### src/rtl/obj_pkg.sv
// Object-layer shared definitions: object count, per-object sprite sizes, motion FSM states.
// Latency: n/a (constants and types only).
// Backpressure: n/a.
package obj_pkg;

   localparam int NUM_OBJ = 3;

   // Sprite footprint per object in pixels, index 0 is the rightmost entry.
   localparam logic [NUM_OBJ-1:0][11:0] ObjSizeX = {12'd24, 12'd32, 12'd16};
   localparam logic [NUM_OBJ-1:0][11:0] ObjSizeY = {12'd24, 12'd16, 12'd16};

   typedef enum logic [1:0] {
      IDLE   = 2'd0,
      UPDATE = 2'd1,
      COMMIT = 2'd2
   } motion_state_t;

endpackage

### src/rtl/vga_hd_pkg.sv
// 720p raster geometry shared by the video pipeline.
// Latency: n/a (constants only).
// Backpressure: n/a.
package vga_hd_pkg;

   localparam int ActivePels  = 1280;
   localparam int ActiveLines = 720;

endpackage

### src/rtl/obj_axis_step.sv
// One-axis position step with bounce against a low and a high border.
// Latency: purely combinational.
// Backpressure: none; evaluated whenever the parent presents an object.
module obj_axis_step #(
   parameter int VEL_W  = 8,
   parameter int ACTIVE = 1280
) (
   input  logic [11:0]      pos,
   input  logic [VEL_W-1:0] vel,
   input  logic [7:0]       lo_w,
   input  logic [7:0]       hi_w,
   input  logic [11:0]      size,
   output logic [11:0]      new_pos,
   output logic [VEL_W-1:0] new_vel,
   output logic             hit_lo,
   output logic             hit_hi
);

   localparam logic signed [13:0] ACT = 14'(ACTIVE);

   logic signed [13:0] vel_ext;
   logic signed [13:0] nx;
   logic signed [13:0] lo_lim;
   logic signed [13:0] hi_lim;
   logic               moving;

   assign vel_ext = 14'($signed(vel));
   assign nx      = $signed({2'b00, pos}) + vel_ext;
   assign lo_lim  = $signed({6'b0, lo_w});
   // Highest legal top-left coordinate so the sprite's far edge still touches the border.
   assign hi_lim  = ACT - $signed({6'b0, hi_w}) - $signed({2'b00, size});
   // A stationary object never bounces, even if the host parked it outside the borders.
   assign moving  = (vel != '0);

   // Clamp to the violated border and reflect the velocity; touching the border exactly is legal.
   always_comb begin
      new_pos = nx[11:0];
      new_vel = vel;
      hit_lo  = 1'b0;
      hit_hi  = 1'b0;
      if (moving && (nx < lo_lim)) begin
         new_pos = lo_lim[11:0];
         new_vel = -vel;
         hit_lo  = 1'b1;
      end else if (moving && (nx > hi_lim)) begin
         new_pos = hi_lim[11:0];
         new_vel = -vel;
         hit_hi  = 1'b1;
      end
   end

endmodule

### src/rtl/obj_motion_ctrl.sv
// Per-frame object motion: steps each enabled object once per frame_tick, commits all at once.
// Latency: tick at T -> busy T+1..T+1+NUM_OBJ, new positions from T+2+NUM_OBJ.
// Backpressure: wr_ready low while a sequence runs; ticks during a sequence are dropped and flagged.
module obj_motion_ctrl
   import obj_pkg::*;
   import vga_hd_pkg::*;
#(
   parameter int NUM_OBJ = obj_pkg::NUM_OBJ,
   parameter int VEL_W   = 8
) (
   input  logic                          vid_clk,
   input  logic                          vid_reset,
   input  logic                          frame_tick,
   input  logic [3:0][7:0]               frame_widths,
   input  logic                          wr_valid,
   output logic                          wr_ready,
   input  logic [$clog2(NUM_OBJ)-1:0]    wr_idx,
   input  logic [11:0]                   wr_x,
   input  logic [11:0]                   wr_y,
   input  logic [VEL_W-1:0]              wr_vx,
   input  logic [VEL_W-1:0]              wr_vy,
   input  logic                          wr_en,
   output logic [NUM_OBJ-1:0][11:0]      obj_x,
   output logic [NUM_OBJ-1:0][11:0]      obj_y,
   output logic [NUM_OBJ-1:0]            obj_en,
   output logic                          busy,
   output logic                          overrun,
   output logic [NUM_OBJ-1:0][3:0]       edge_hit
);

   localparam int               IDX_W      = $clog2(NUM_OBJ);
   localparam logic [IDX_W-1:0] LAST_IDX   = IDX_W'(NUM_OBJ - 1);
   localparam logic [VEL_W-1:0] VEL_MIN    = {1'b1, {(VEL_W-1){1'b0}}};
   localparam logic [VEL_W-1:0] VEL_MIN_P1 = {1'b1, {(VEL_W-2){1'b0}}, 1'b1};

   logic [1:0]                   rst_pipe;
   logic                         rst;
   motion_state_t                state, state_nxt;
   logic [IDX_W-1:0]             upd_idx;
   logic [NUM_OBJ-1:0][11:0]     work_x, work_y;
   logic [NUM_OBJ-1:0][VEL_W-1:0] work_vx, work_vy;
   logic [NUM_OBJ-1:0]           work_en;
   logic [NUM_OBJ-1:0][3:0]      hit_acc;
   logic                         wr_hit;
   logic [VEL_W-1:0]             wr_vx_sat, wr_vy_sat;
   logic [11:0]                  x_new, y_new;
   logic [VEL_W-1:0]             vx_new, vy_new;
   logic                         x_lo, x_hi, y_lo, y_hi;

   // Reset asserts immediately and releases two clocks after vid_reset drops.
   always_ff @(posedge vid_clk or posedge vid_reset) begin
      if (vid_reset) rst_pipe <= 2'b11;
      else           rst_pipe <= {rst_pipe[0], 1'b0};
   end
   assign rst = rst_pipe[1];

   assign wr_ready  = (state == IDLE);
   assign busy      = (state != IDLE);
   assign wr_hit    = wr_valid && wr_ready && (wr_idx <= LAST_IDX);
   // The most negative velocity has no positive counterpart, so it is pulled in by one.
   assign wr_vx_sat = (wr_vx == VEL_MIN) ? VEL_MIN_P1 : wr_vx;
   assign wr_vy_sat = (wr_vy == VEL_MIN) ? VEL_MIN_P1 : wr_vy;
   assign edge_hit  = (state == COMMIT) ? hit_acc : '0;

   // State register and object sweep counter.
   always_ff @(posedge vid_clk or posedge rst) begin
      if (rst) begin
         state   <= IDLE;
         upd_idx <= '0;
      end else begin
         state   <= state_nxt;
         upd_idx <= (state == UPDATE) ? upd_idx + 1'b1 : '0;
      end
   end

   // Next-state: one sweep per tick, one cycle per object, then a single commit cycle.
   always_comb begin
      state_nxt = state;
      case (state)
         IDLE:    if (frame_tick) state_nxt = UPDATE;
         UPDATE:  if (upd_idx == LAST_IDX) state_nxt = COMMIT;
         COMMIT:  state_nxt = IDLE;
         default: state_nxt = IDLE;
      endcase
   end

   obj_axis_step #(.VEL_W(VEL_W), .ACTIVE(ActivePels)) u_step_x (
      .pos     (work_x[upd_idx]),
      .vel     (work_vx[upd_idx]),
      .lo_w    (frame_widths[0]),
      .hi_w    (frame_widths[1]),
      .size    (ObjSizeX[upd_idx]),
      .new_pos (x_new),
      .new_vel (vx_new),
      .hit_lo  (x_lo),
      .hit_hi  (x_hi)
   );

   obj_axis_step #(.VEL_W(VEL_W), .ACTIVE(ActiveLines)) u_step_y (
      .pos     (work_y[upd_idx]),
      .vel     (work_vy[upd_idx]),
      .lo_w    (frame_widths[2]),
      .hi_w    (frame_widths[3]),
      .size    (ObjSizeY[upd_idx]),
      .new_pos (y_new),
      .new_vel (vy_new),
      .hit_lo  (y_lo),
      .hit_hi  (y_hi)
   );

   // Host writes land in IDLE, sweep results in UPDATE, and the renderer copy refreshes in COMMIT.
   always_ff @(posedge vid_clk or posedge rst) begin
      if (rst) begin
         work_x  <= '0;
         work_y  <= '0;
         work_vx <= '0;
         work_vy <= '0;
         work_en <= '0;
         hit_acc <= '0;
         obj_x   <= '0;
         obj_y   <= '0;
         obj_en  <= '0;
      end else begin
         if (wr_hit) begin
            work_x[wr_idx]  <= wr_x;
            work_y[wr_idx]  <= wr_y;
            work_vx[wr_idx] <= wr_vx_sat;
            work_vy[wr_idx] <= wr_vy_sat;
            work_en[wr_idx] <= wr_en;
            obj_x[wr_idx]   <= wr_x;
            obj_y[wr_idx]   <= wr_y;
            obj_en[wr_idx]  <= wr_en;
         end
         if ((state == IDLE) && frame_tick) begin
            hit_acc <= '0;
         end
         if ((state == UPDATE) && work_en[upd_idx]) begin
            work_x[upd_idx]  <= x_new;
            work_y[upd_idx]  <= y_new;
            work_vx[upd_idx] <= vx_new;
            work_vy[upd_idx] <= vy_new;
            hit_acc[upd_idx] <= {y_hi, y_lo, x_hi, x_lo};
         end
         if (state == COMMIT) begin
            obj_x  <= work_x;
            obj_y  <= work_y;
            obj_en <= work_en;
         end
      end
   end

   // Sticky flag for ticks that arrive before the previous sweep has finished.
   always_ff @(posedge vid_clk or posedge rst) begin
      if (rst)                               overrun <= 1'b0;
      else if (frame_tick && (state != IDLE)) overrun <= 1'b1;
   end

endmodule

### config.mk
export PLATFORM = sky130hd
export DESIGN_NAME = obj_motion_ctrl
export DESIGN_NICKNAME = d
export VERILOG_FILES = /design/src/rtl/obj_pkg.sv /design/src/rtl/vga_hd_pkg.sv /design/src/rtl/obj_axis_step.sv /design/src/rtl/obj_motion_ctrl.sv
export SDC_FILE = /design/constraint.sdc
export NUM_CORES = 1
export LEC_CHECK = 0
export ABC_AREA = 1
export BUFFER_PORTS_ARGS = -buffer_cell sky130_fd_sc_hd__clkbuf_2
export CAP_MARGIN = 20
export CORE_AREA = 10 10 166 245
export DETAILED_ROUTE_END_ITERATION = 8
export DIE_AREA = 0 0 176 255
export PLACE_DENSITY_LB_ADDON = 0.08
export SLEW_MARGIN = 15
export SYNTH_ARGS = -nofsm -noshare
export SYNTH_HDL_FRONTEND = slang
export SYNTH_HIERARCHICAL = 1
export SYNTH_SLANG_ARGS = --single-unit
### constraint.sdc
create_clock -name vid_clk -period 9.1 [get_ports vid_clk]
set_input_delay 0.91 -clock vid_clk [delete_from_list [all_inputs] [get_ports vid_clk]]
set_output_delay 0.91 -clock vid_clk [all_outputs]
set_load 0.05 [all_outputs]
==> run_results.csv <==
group,metric,value,unit
layout,drive_gt1_frac,0.107,
sta,min_period,6.15,ns
setup_path,rrSetupSlack,2.95,ns
place,gp_congestion,0.953,
synthesis,synth_cell_type_count,49,
sta,setup_viol,0,
setup_path,startpoint_type,"flip-flop",
hold_path,min_path_type,"in -> async",
setup_path,cp-end-kind,"flip-flop",
sta,worst_slew_pin_slew,1.10,ns
floorplanning,num_rows,86,
layout,final_common_cell,"nand2_1",
sta,hold_viol,0,
setup_path,critPathMaxFanout,31,
sta,period_share,0.675,
synthesis,synth.area.top_cells,"dfrtp_1 (34%), nand2_1 (27%), ha_1 (7.4%)",
drt,dr_total_vias,16300,
setup_path,worst-r2r-cell-count,25,
clock_tree,cts-resized-gates,0,
floorplanning,ios,169,
synthesis,ys.flop_type,"dfrtp_1",
synthesis,syn_area_per_cell,6.53,µm²
setup_path,worstSetupPathType,"reg -> reg",
floorplanning,die_h,255,µm
setup_path,cp.arrival,6.63,ns
sta,hold_ws,0.357,ns
synthesis,yosysWarnings,6,
synthesis,async_flop_share,1.00,
clock_tree,cts_tree,"done",
sta,rsz0062_at_grt,"false",
layout,most-common-layout-cells,"nand2_1 (1,146), dfrtp_1 (215), inv_1 (213), clkbuf_2 (168), nand3_1 (152)",
clock_tree,path_clk_slew,0.06,ns
synthesis,yosysTopAreaCell,"dfrtp_1",
status,status,"finished, final reports clean",
place,dp_hpwl,43100,µm
synthesis,synth_edf_count,0,
clock_tree,cts_root_buffer,"clkbuf_16",
grt,grt_pass1_wl,92800,µm
grt,grt_pass1_vias,16200,
sta,slew_violations,0,
synthesis,yosysTopAreaCellShare,0.335,
layout,stdcell_count,3104,
sta,setup_tns,0,ns
grt,antenna_found_initial,0,
drt,drt_wl_total,60000,µm
drt,wl_per_cell,19.3,µm
place,dp.cells,3060,
synthesis,ys_ff_latch,217,
grt,grt_overflow,0,
clock_tree,cts_hold_buf,0,
synthesis,syn_inst,2456,
clock_tree,clk_path_buf_depth,3,
floorplanning,core,36400,µm²
drt,first_pass_iters,6,
clock_tree,htree_num_levels,1,
synthesis,ys_seq_area_frac,0.339,
layout,area_delta_synth_final,12.7,%
clock_tree,post_cts_buffers,0,
grt,grt_max_degree,121,
clock_tree,cts_buffers,24,
floorplanning,start_util,0.441,
floorplanning,die_w,176,µm
drt,drc,0,
sta,slew_headroom,0.267,
clock_tree,clock_latency,0.55,ns
floorplanning,die_area,44900,µm²
clock_tree,clkSinkCount,217,
flow_run,maxCapViolations,0,
layout,fin_nets,2780,
drt,ant_nets,0,
setup_path,rr_endpoint,"work_y[35]$_DFF_PP0_",
setup_path,crit_required,9.58,ns
sta,finClkSkew,0.0122,ns
layout,diodes,0,
drt,drt_iter0_markers,1263,
setup_path,r2r_start,"upd_idx[0]$_DFF_PP0_",
grt,grtUsageTotal,0.265,
sta,clock.fmax,163,MHz
synthesis,syn_area,16000,µm²
place,portBuffers,168,
drt,via_per_inst,5.26,
[critical path: stages (launching register included)]
cell     delay, ns
dfrtp_1       0.72
buf_4         0.51
o21ai_0       0.15
o21ai_0       0.82
ha_1          0.43
a21oi_1       0.22
nor2_1        0.06
nor2_1        0.14
nand3_1       0.12
nand2_1       0.09
nand2_2       0.06
xor2_2        0.21
inv_1         0.07
ha_1          0.34
nand2_1       0.08
inv_1         0.04
nand3_1       0.08
nor2_1        0.08
nand4_1       0.07
buf_4         0.27
nand3_1       0.68
nand3_1       0.28
nand2_1       0.08
nor2_1        0.27
nand2_1       0.09
nand2_1       0.09
[cell families (layout without fill, tap and decap cells)]
logic type               Yosys count  in the layout  synth area share
buffers and inverters            327            459            0.0866
flip-flops                       217            217             0.339
XOR/XNOR                          52             52            0.0293
adder cells (fa/ha/maj)           99             99            0.0791
AO/OA/AOI/OAI                    244            244            0.0811
other                              1             33          0.000234
AND/OR/NAND/NOR                 1516           1516             0.385
[layout make-up]
type                            count  area (µm²)
Clock inverter                      9         113
Clock buffer                       35         692
Multi-Input combinational cell   1944        9380
Fill cell                        3894       18300
Timing Repair Buffer              193        1030
Tap cell                          484         606
Inverter                          222         841
Sequential cell                   217        5430
[registers in the layout, summed over array words and instances, names as in the netlist, 3 cells and up]
register	count
hit_acc	12
obj_en	3
obj_x	36
obj_y	36
work_en	3
work_vx	24
work_vy	24
work_x	36
work_y	36
[worst max path at each step]
| stage | start | endpoint | depth (start not counted) |
|---|---|---|---|
| after detailed placement | upd_idx[0]$_DFF_PP0_ | work_y[35]$_DFF_PP0_ | 25 |
| after floorplan | rst_pipe[1]$_DFF_PP1_ | hit_acc[0]$_DFF_PP0_ | 1 |
| after global routing | upd_idx[0]$_DFF_PP0_ | work_y[23]$_DFF_PP0_ | 27 |
| final | upd_idx[0]$_DFF_PP0_ | work_y[35]$_DFF_PP0_ | 25 |
| after CTS | upd_idx[0]$_DFF_PP0_ | work_y[35]$_DFF_PP0_ | 27 |
| after global placement | upd_idx[0]$_DFF_PP0_ | work_y[23]$_DFF_PP0_ | 25 |
[routing by layer]
metal | wire length [µm] | vias up | global-route usage
met2 | 30000 | 517 | 0.471
met4 | 3630 | 0 | 0.154
met1 | 23400 | 7670 | 0.299
li1 | - | 8009 | -
met5 | 0 | - | 0
met3 | 2970 | 137 | 0.0344
[synthesized netlist by cell type, types with 2 or more instances]
cell type / number
o21ai_0: 148
a22oi_1: 8
o21ai_1: 17
o211ai_1: 4
dfrtp_1: 215
a21oi_2: 3
dfstp_2: 2
nand2_4: 5
xor2_2: 2
buf_1: 5
nor2_2: 5
clkbuf_1: 35
nand4_1: 39
buf_6: 9
nand3b_1: 3
inv_2: 7
nand2_2: 4
buf_4: 10
buf_2: 45
nor3b_1: 2
a31oi_1: 3
inv_1: 215
a21o_1: 2
nand3_2: 7
xnor2_1: 22
fa_1: 4
a21oi_1: 47
nor3_1: 7
o22ai_1: 2
a21boi_0: 2
nand2_1: 1146
nand3_1: 152
nor2_4: 2
ha_1: 95
or2_2: 2
xor2_1: 28
nor2_1: 136
o21bai_1: 5
[stage by stage]
step                cell area [µm²]  worst slack [ns]   util
detailed placement            17300              2.98  0.475
finish                        18100              2.95  0.497
global placement              17300              2.95  0.475
floorplan                     16200              2.90      -
CTS                           18100              2.94  0.497
global route                  18100              2.43  0.497
Power is left out: the tool's default activity adds up to more than one toggle a clock period on the data nets, which glitch-free logic cannot reach.
